==> src/rtl/bios_uart_rx.sv <==
// 8N1 UART receiver with 2-FF synchroniser, glitch-rejecting start detect and a small byte FIFO.
// Define BIOS_UART_RX_PARITY_EN to receive 8E1 frames and flag parity mismatches.
module bios_uart_rx #(
  parameter int CLKS_PER_BIT = 434,
  parameter int FIFO_DEPTH   = 4
) (
  input  logic       clk,
  input  logic       rst,
  input  logic       i_rx,
  output logic [7:0] o_data,
  output logic       o_valid,
  input  logic       i_ready,
  output logic       o_busy,
  output logic       o_frame_err,
  output logic       o_overrun,
  output logic       o_parity_err
);

  localparam int TW = $clog2(CLKS_PER_BIT);
  localparam int AW = $clog2(FIFO_DEPTH);
  localparam int CW = AW + 1;
  localparam logic [TW-1:0] FULL_RELOAD = TW'(CLKS_PER_BIT - 1);
  localparam logic [TW-1:0] HALF_RELOAD = TW'(CLKS_PER_BIT / 2 - 1);
  localparam logic [CW-1:0] DEPTH_CNT   = CW'(FIFO_DEPTH);

  typedef enum logic [2:0] {
    S_IDLE,
    S_START,
    S_DATA,
`ifdef BIOS_UART_RX_PARITY_EN
    S_PARITY,
`endif
    S_STOP,
    S_BREAK
  } state_t;

  logic          sync1_q, rx_s_q;
  state_t        state_q, state_d;
  logic [TW-1:0] timer_q, timer_d;
  logic [2:0]    bit_idx_q, bit_idx_d;
  logic [7:0]    shift_q, shift_d;
  logic          frame_err_q, frame_err_d;
  logic          overrun_q, overrun_d;
  logic          push, push_ok, pop, full;
  logic          tmr_zero;
`ifdef BIOS_UART_RX_PARITY_EN
  logic          par_q, par_d;
  logic          parity_err_q, parity_err_d;
`endif

  logic [7:0]    mem_q [FIFO_DEPTH];
  logic [AW-1:0] wr_ptr_q, rd_ptr_q;
  logic [CW-1:0] count_q;

  always_ff @(posedge clk) begin
    if (rst) begin
      sync1_q <= 1'b1;
      rx_s_q  <= 1'b1;
    end else begin
      sync1_q <= i_rx;
      rx_s_q  <= sync1_q;
    end
  end

  always_ff @(posedge clk) begin
    if (rst) begin
      state_q     <= S_IDLE;
      timer_q     <= '0;
      bit_idx_q   <= '0;
      shift_q     <= '0;
      frame_err_q <= 1'b0;
      overrun_q   <= 1'b0;
`ifdef BIOS_UART_RX_PARITY_EN
      par_q        <= 1'b0;
      parity_err_q <= 1'b0;
`endif
    end else begin
      state_q     <= state_d;
      timer_q     <= timer_d;
      bit_idx_q   <= bit_idx_d;
      shift_q     <= shift_d;
      frame_err_q <= frame_err_d;
      overrun_q   <= overrun_d;
`ifdef BIOS_UART_RX_PARITY_EN
      par_q        <= par_d;
      parity_err_q <= parity_err_d;
`endif
    end
  end

  assign tmr_zero = (timer_q == '0);

  always_comb begin
    state_d     = state_q;
    timer_d     = timer_q;
    bit_idx_d   = bit_idx_q;
    shift_d     = shift_q;
    push        = 1'b0;
    frame_err_d = 1'b0;
`ifdef BIOS_UART_RX_PARITY_EN
    par_d        = par_q;
    parity_err_d = 1'b0;
`endif
    case (state_q)
      S_IDLE: begin
        if (!rx_s_q) begin
          state_d = S_START;
          timer_d = HALF_RELOAD;
        end
      end
      S_START: begin
        if (!tmr_zero) begin
          timer_d = timer_q - 1'b1;
        end else if (rx_s_q) begin
          state_d = S_IDLE;
        end else begin
          state_d   = S_DATA;
          timer_d   = FULL_RELOAD;
          bit_idx_d = '0;
        end
      end
      S_DATA: begin
        if (!tmr_zero) begin
          timer_d = timer_q - 1'b1;
        end else begin
          shift_d   = {rx_s_q, shift_q[7:1]};
          timer_d   = FULL_RELOAD;
          bit_idx_d = bit_idx_q + 1'b1;
          if (bit_idx_q == 3'd7) begin
`ifdef BIOS_UART_RX_PARITY_EN
            state_d = S_PARITY;
`else
            state_d = S_STOP;
`endif
          end
        end
      end
`ifdef BIOS_UART_RX_PARITY_EN
      S_PARITY: begin
        if (!tmr_zero) begin
          timer_d = timer_q - 1'b1;
        end else begin
          par_d   = rx_s_q;
          timer_d = FULL_RELOAD;
          state_d = S_STOP;
        end
      end
`endif
      S_STOP: begin
        if (!tmr_zero) begin
          timer_d = timer_q - 1'b1;
        end else if (rx_s_q) begin
          state_d = S_IDLE;
`ifdef BIOS_UART_RX_PARITY_EN
          if (^{shift_q, par_q}) parity_err_d = 1'b1;
          else                   push         = 1'b1;
`else
          push = 1'b1;
`endif
        end else begin
          // Low stop bit: hold in BREAK so a stuck-low line is not read as 0x00 frames.
          frame_err_d = 1'b1;
          state_d     = S_BREAK;
        end
      end
      S_BREAK: begin
        if (rx_s_q) state_d = S_IDLE;
      end
      default: state_d = S_IDLE;
    endcase
  end

  assign full      = (count_q == DEPTH_CNT);
  assign pop       = o_valid & i_ready;
  assign push_ok   = push & (~full | pop);
  assign overrun_d = push & full & ~pop;

  always_ff @(posedge clk) begin
    if (rst) begin
      wr_ptr_q <= '0;
      rd_ptr_q <= '0;
      count_q  <= '0;
      for (int i = 0; i < FIFO_DEPTH; i++) mem_q[i] <= '0;
    end else begin
      if (push_ok) begin
        mem_q[wr_ptr_q] <= shift_q;
        wr_ptr_q        <= wr_ptr_q + 1'b1;
      end
      if (pop) rd_ptr_q <= rd_ptr_q + 1'b1;
      count_q <= count_q + CW'(push_ok) - CW'(pop);
    end
  end

  assign o_data      = mem_q[rd_ptr_q];
  assign o_valid     = (count_q != '0);
  assign o_busy      = (state_q != S_IDLE);
  assign o_frame_err = frame_err_q;
  assign o_overrun   = overrun_q;
`ifdef BIOS_UART_RX_PARITY_EN
  assign o_parity_err = parity_err_q;
`else
  assign o_parity_err = 1'b0;
`endif

endmodule

==> config.mk <==
export PLATFORM = sky130hd
export DESIGN_NAME = bios_uart_rx
export DESIGN_NICKNAME = d
export VERILOG_FILES = /design/src/rtl/bios_uart_rx.sv
export SDC_FILE = /design/constraint.sdc
export NUM_CORES = 1
export LEC_CHECK = 0
export CAP_MARGIN = 0
export CORE_MARGIN = 3
export CORE_UTILIZATION = 45
export CTS_BUF_LIST = sky130_fd_sc_hd__clkbuf_8
export DETAILED_ROUTE_END_ITERATION = 6
export SLEW_MARGIN = 20
export SYNTH_ARGS = -nofsm -noshare
export SYNTH_HDL_FRONTEND = slang
export SYNTH_SLANG_ARGS = --single-unit
==> constraint.sdc <==
create_clock -name clk -period 3.3 [get_ports clk]
set_input_delay 0.825 -clock clk [delete_from_list [all_inputs] [get_ports clk]]
set_output_delay 0.825 -clock clk [all_outputs]
set_load 0.01 [all_outputs]
; Word level (Yosys, flattened, before mapping)
; Memory sizes are Yosys's and may differ from the RTL's. A register that Yosys moved wholly into a read port is not among the register bits.
; Cells that the tools add are included.
[op_classes]
add_sub_neg = 6
eq_ne = 15
mux = 33
bitwise_logic = 9
n_reduce_logical = 12
[op_table]
columns = operator, n
row1 = $mux W9, 5
row2 = $pmux W9 S4, 1
row3 = $mux W3, 10
row4 = $ne A2 B2 Y1 const B, 8
row5 = $pmux W3 S5, 1
row6 = $mux W1, 10
row7 = $eq A3 B3 Y1 const B, 3
row8 = $logic_not A9 Y1, 1
row9 = $sub A9 B1 Y9 const B, 1
row10 = $mux W2, 4
row11 = $mux W8, 1
row12 = $reduce_and A4 Y1, 2
row13 = $reduce_or A8 Y1, 1
row14 = $eq A3 B2 Y1 const B, 2
row15 = $pmux W3 S2, 1
row16 = $reduce_and A6 Y1, 1
row17 = $reduce_bool A3 Y1, 2
row18 = $add A2 B1 Y2 const B, 2
row19 = $and A1 B1 Y1, 4
row20 = $not A1 Y1, 4
row21 = $reduce_bool A4 Y1, 1
row22 = $add A3 B1 Y3, 1
row23 = $add A3 B1 Y3 const B, 1
row24 = $eq A3 B1 Y1 const B, 1
row25 = other kinds (7), 7
[word_totals]
register_bits = 34
ram_bits = 32
in_bits = 4
word_cells = 87
memories = 1
[mem_list]
columns = memory, depth, word_bits, read_ports, rd_clocked_by_memory_dff, wr, line_no
row1 = mem_q, 4, 8, 1, 1, 4, 51  ; logic [7:0] mem_q [FIFO_DEPTH];

; Depth between registers and ports, before layout
[logic_depth]
depth_word = 9
depth_mapped = 11
ltp_nobuf = 11

; Worst setup path before layout
; Ideal clock, no wire load.
[synth_path]
kind = input to register
from = input rst
to = memory mem_q[0][0] (enable)
setup_time_ps = 384
arrival_ps = 2646
setup_slack_ps = 270
path_stages = 6
n_path_buf = 2
path_cell_list = clkbuf_1 > and4bb_2 > nand4_1 > or4b_1 > buf_6 > o21ai_0
[synth_lines]
columns = element, line_no
row1 = start: declaration, 8  ; input logic rst,
row2 = end: declaration, 51

==> summary.json <==
{
  "finalWirelength_um": 6660,
  "portBuffers": 15,
  "reg2reg_depth": 11,
  "critPathLaunchType": "register",
  "groute.usage.overall_pct": 16.9,
  "max_cap_violation_count": 0,
  "first_iter_violations": 191,
  "drc": 0,
  "holdBufCountCts": 0,
  "cp_capture_type": "primary output",
  "maximum_number_of_pins_on_one_net_before_global_route_repair": 44,
  "cts_tree": "done",
  "route.detailed.wl_per_inst_um": 16.0,
  "timing.hold.worst_path_depth": 1,
  "yosysWarnings": 0,
  "mappedNetlistNets": 308,
  "timing.final.max_slew_violations": 0,
  "post_synth_most_frequent_cells": "sky130_fd_sc_hd__dfxtp_1, sky130_fd_sc_hd__edfxtp_1, sky130_fd_sc_hd__nor2_1",
  "clk_root_buffer_cell": "sky130_fd_sc_hd__clkbuf_8",
  "firstDrtPassIters": 4,
  "holdPathEnd": "rx_s_q",
  "worstMarginPinSlew_ns": 0.838,
  "synth_top_cell_by_area": "sky130_fd_sc_hd__edfxtp_1",
  "path_class": "reg2out",
  "initial_antenna_violation_count": 0,
  "powerDensity_nw_per_um2": 583,
  "most_common_cell_in_the_netlist": "sky130_fd_sc_hd__dfxtp_1",
  "synth-edff-count": 32,
  "total_negative_setup_slacks_ns": 0,
  "synth-seq-cells": 68,
  "core_area_um2": 6980,
  "synth-async-reset-ratio_pct": 0,
  "final_nets": 324,
  "die_area_um2": 8480,
  "worst_hold_slack_ns": 0.412,
  "groute.layer.met3.usage_pct": 4.02,
  "status": "completed",
  "netlist_instances": 298,
  "num_io_pins": 17,
  "number_of_buffers_created_by_cts": 9,
  "worst_ep_required_time_ns": 2.47,
  "yosysSeqAreaShare_pct": 50.4,
  "clkSinkCount": 68,
  "grt_pass1_wl_um": 11200,
  "initial_core_util_pct": 47.8,
  "p_leak_nw": 1.30,
  "finalSetupViolations": 0,
  "finalClockSkew_ns": 0.0106,
  "via_count": 2277,
  "critical_path.max_fanout": 8,
  "layout-drive-gt1-share_pct": 19.4,
  "holdCritStartpoint": "sync1_q",
  "placement_rows": 30,
  "finalCriticalPeriod_ns": 2.92,
  "die_w_um": 92.1,
  "busiest_layer": "met1",
  "layout.core_utilization_pct": 53.9,
  "first_global_vias": 2205,
  "cts.repair.resized": 0,
  "ys_top_cells_by_area": "sky130_fd_sc_hd__edfxtp_1, sky130_fd_sc_hd__dfxtp_1, sky130_fd_sc_hd__mux4_2",
  "relSlewSlack_pct": 43.7,
  "worst_ir_drop_vdd_mv": 0.494,
  "antenna_diode_count": 0,
  "hold_path.class": "reg2reg",
  "gp_congestion": 0.907,
  "final_worst_slack_ns": 0.381,
  "ant_nets": 0,
  "ys.flop_type": "sky130_fd_sc_hd__dfxtp_1",
  "reg_clk_slew_reported_paths_ns": 0.07,
  "synth_area_um2": 3340,
  "rsz0062_at_grt": "false",
  "synth_top_cell_area_share_pct": 28.8,
  "min_period_over_period_pct": 88.5,
  "avgSynthCellArea_um2": 11.2,
  "post_cts.repair.setup_buffers": 0,
  "post-place-ws_ns": 0.383,
  "die_y_um": 92.1,
  "fmax_ghz": 0.343,
  "reg2reg_to": "count_q[2]",
  "drt-vias-per-instance": 5.49,
  "r2r_slack_ns": 0.72,
  "htreeDepth": 3,
  "grt_util_met1_pct": 24.7,
  "hpwlAfterDp_um": 4620,
  "r2r-start": "timer_q[0]",
  "area_delta_synth_final_pct": 12.8,
  "synth.distinct_cells": 63,
  "worstPathArrival_ns": 2.09,
  "globalRoute.totalOverflow": 0,
  "worstSkewPairLatency_ns": 0.34,
  "clock_tree.buffer_depth": 2,
  "met2_usage_pct": 23.5,
  "finalHoldViolCount": 0
}
==> final cells by class <==
class	instances	area (µm²)
fill	635	3220
sequential	68	1680
multi-input combinational	189	1460
timing repair buffer	27	240
clock buffer	9	124
tap	96	120
inverter	19	71.3
clock inverter	7	67.6
==> registers in the layout, summed over array words and instances, names as in the netlist, named ones only <==
name         flops
mem_q           32
timer_q          9
shift_q          8
bit_idx_q        3
count_q          3
state_q          3
rd_ptr_q         2
wr_ptr_q         2
o_frame_err      1
o_overrun        1
rx_s_q           1
sync1_q          1
==> cell usage in the layout, fill, tap and decap left out, drive strengths merged, types with 8 or more instances in the layout <==
| cell | count |
|---|---|
| dfxtp | 36 |
| edfxtp | 32 |
| nor2 | 29 |
| nor3 | 24 |
| inv | 21 |
| clkdlybuf4s50 | 15 |
| buf | 12 |
| o21ai | 11 |
| nor4 | 11 |
| mux2i | 10 |
| clkbuf | 9 |
| mux4 | 8 |
| and2 | 8 |
==> worst max-delay path: stages (launching register included) <==
cell and delay (ns):
sky130_fd_sc_hd__dfxtp_1 0.69, sky130_fd_sc_hd__mux4_2 0.57, sky130_fd_sc_hd__clkdlybuf4s50_1 0.50
==> power by group <==
| part | internal [W] | switching, W |
|---|---|---|
| Clock | 0.000346 | 0.000317 |
| Combinational | 0.000276 | 0.000225 |
| Sequential | 0.000941 | 0.0000886 |
==> worst max path at each step <==
| stage | to | slack, ns | cells after the start |
|---|---|---|---|
| 3_3_place_gp | mem_q[0][4] | 0.43 | 6 |
| 5_1_grt | o_data[5] | 0.23 | 2 |
| 4_1_cts | o_data[5] | 0.32 | 2 |
| 3_5_place_dp | mem_q[0][3] | 0.38 | 6 |
| 2_1_floorplan | mem_q[0][0] | 0.27 | 6 |
| 6_report | o_data[5] | 0.38 | 2 |
==> metal layers <==
metal	up-vias	part of all wire (%)
met3	13	5.5
met2	67	44
met5	-	0
li1	1131	-
met4	0	2.1
met1	1066	49
==> per-stage QoR <==
stage | std cells | area (µm²) | power [W]
6_report | 415 | 3760 | 0.00219
5_1_grt | 415 | 3760 | 0.00232
4_1_cts | 415 | 3760 | 0.00222
3_5_place_dp | 399 | 3570 | 0.00155
3_3_place_gp | 399 | 3570 | 0.00155
2_1_floorplan | 298 | 3340 | 0.00138
==> cell families after synthesis <==
group,count (synthesis),share of synthesized area [%]
buffers and inverters,41,5.89
xor gates and xnor gates,6,1.58
AOI/OAI and AO/OA,48,10.2
muxes,20,9.07
DFF,68,50.4
other,1,0.112
adders and majority gates,6,2.47
and+or+nand+nor,108,20.2
Power figures use the tool's default switching activity.
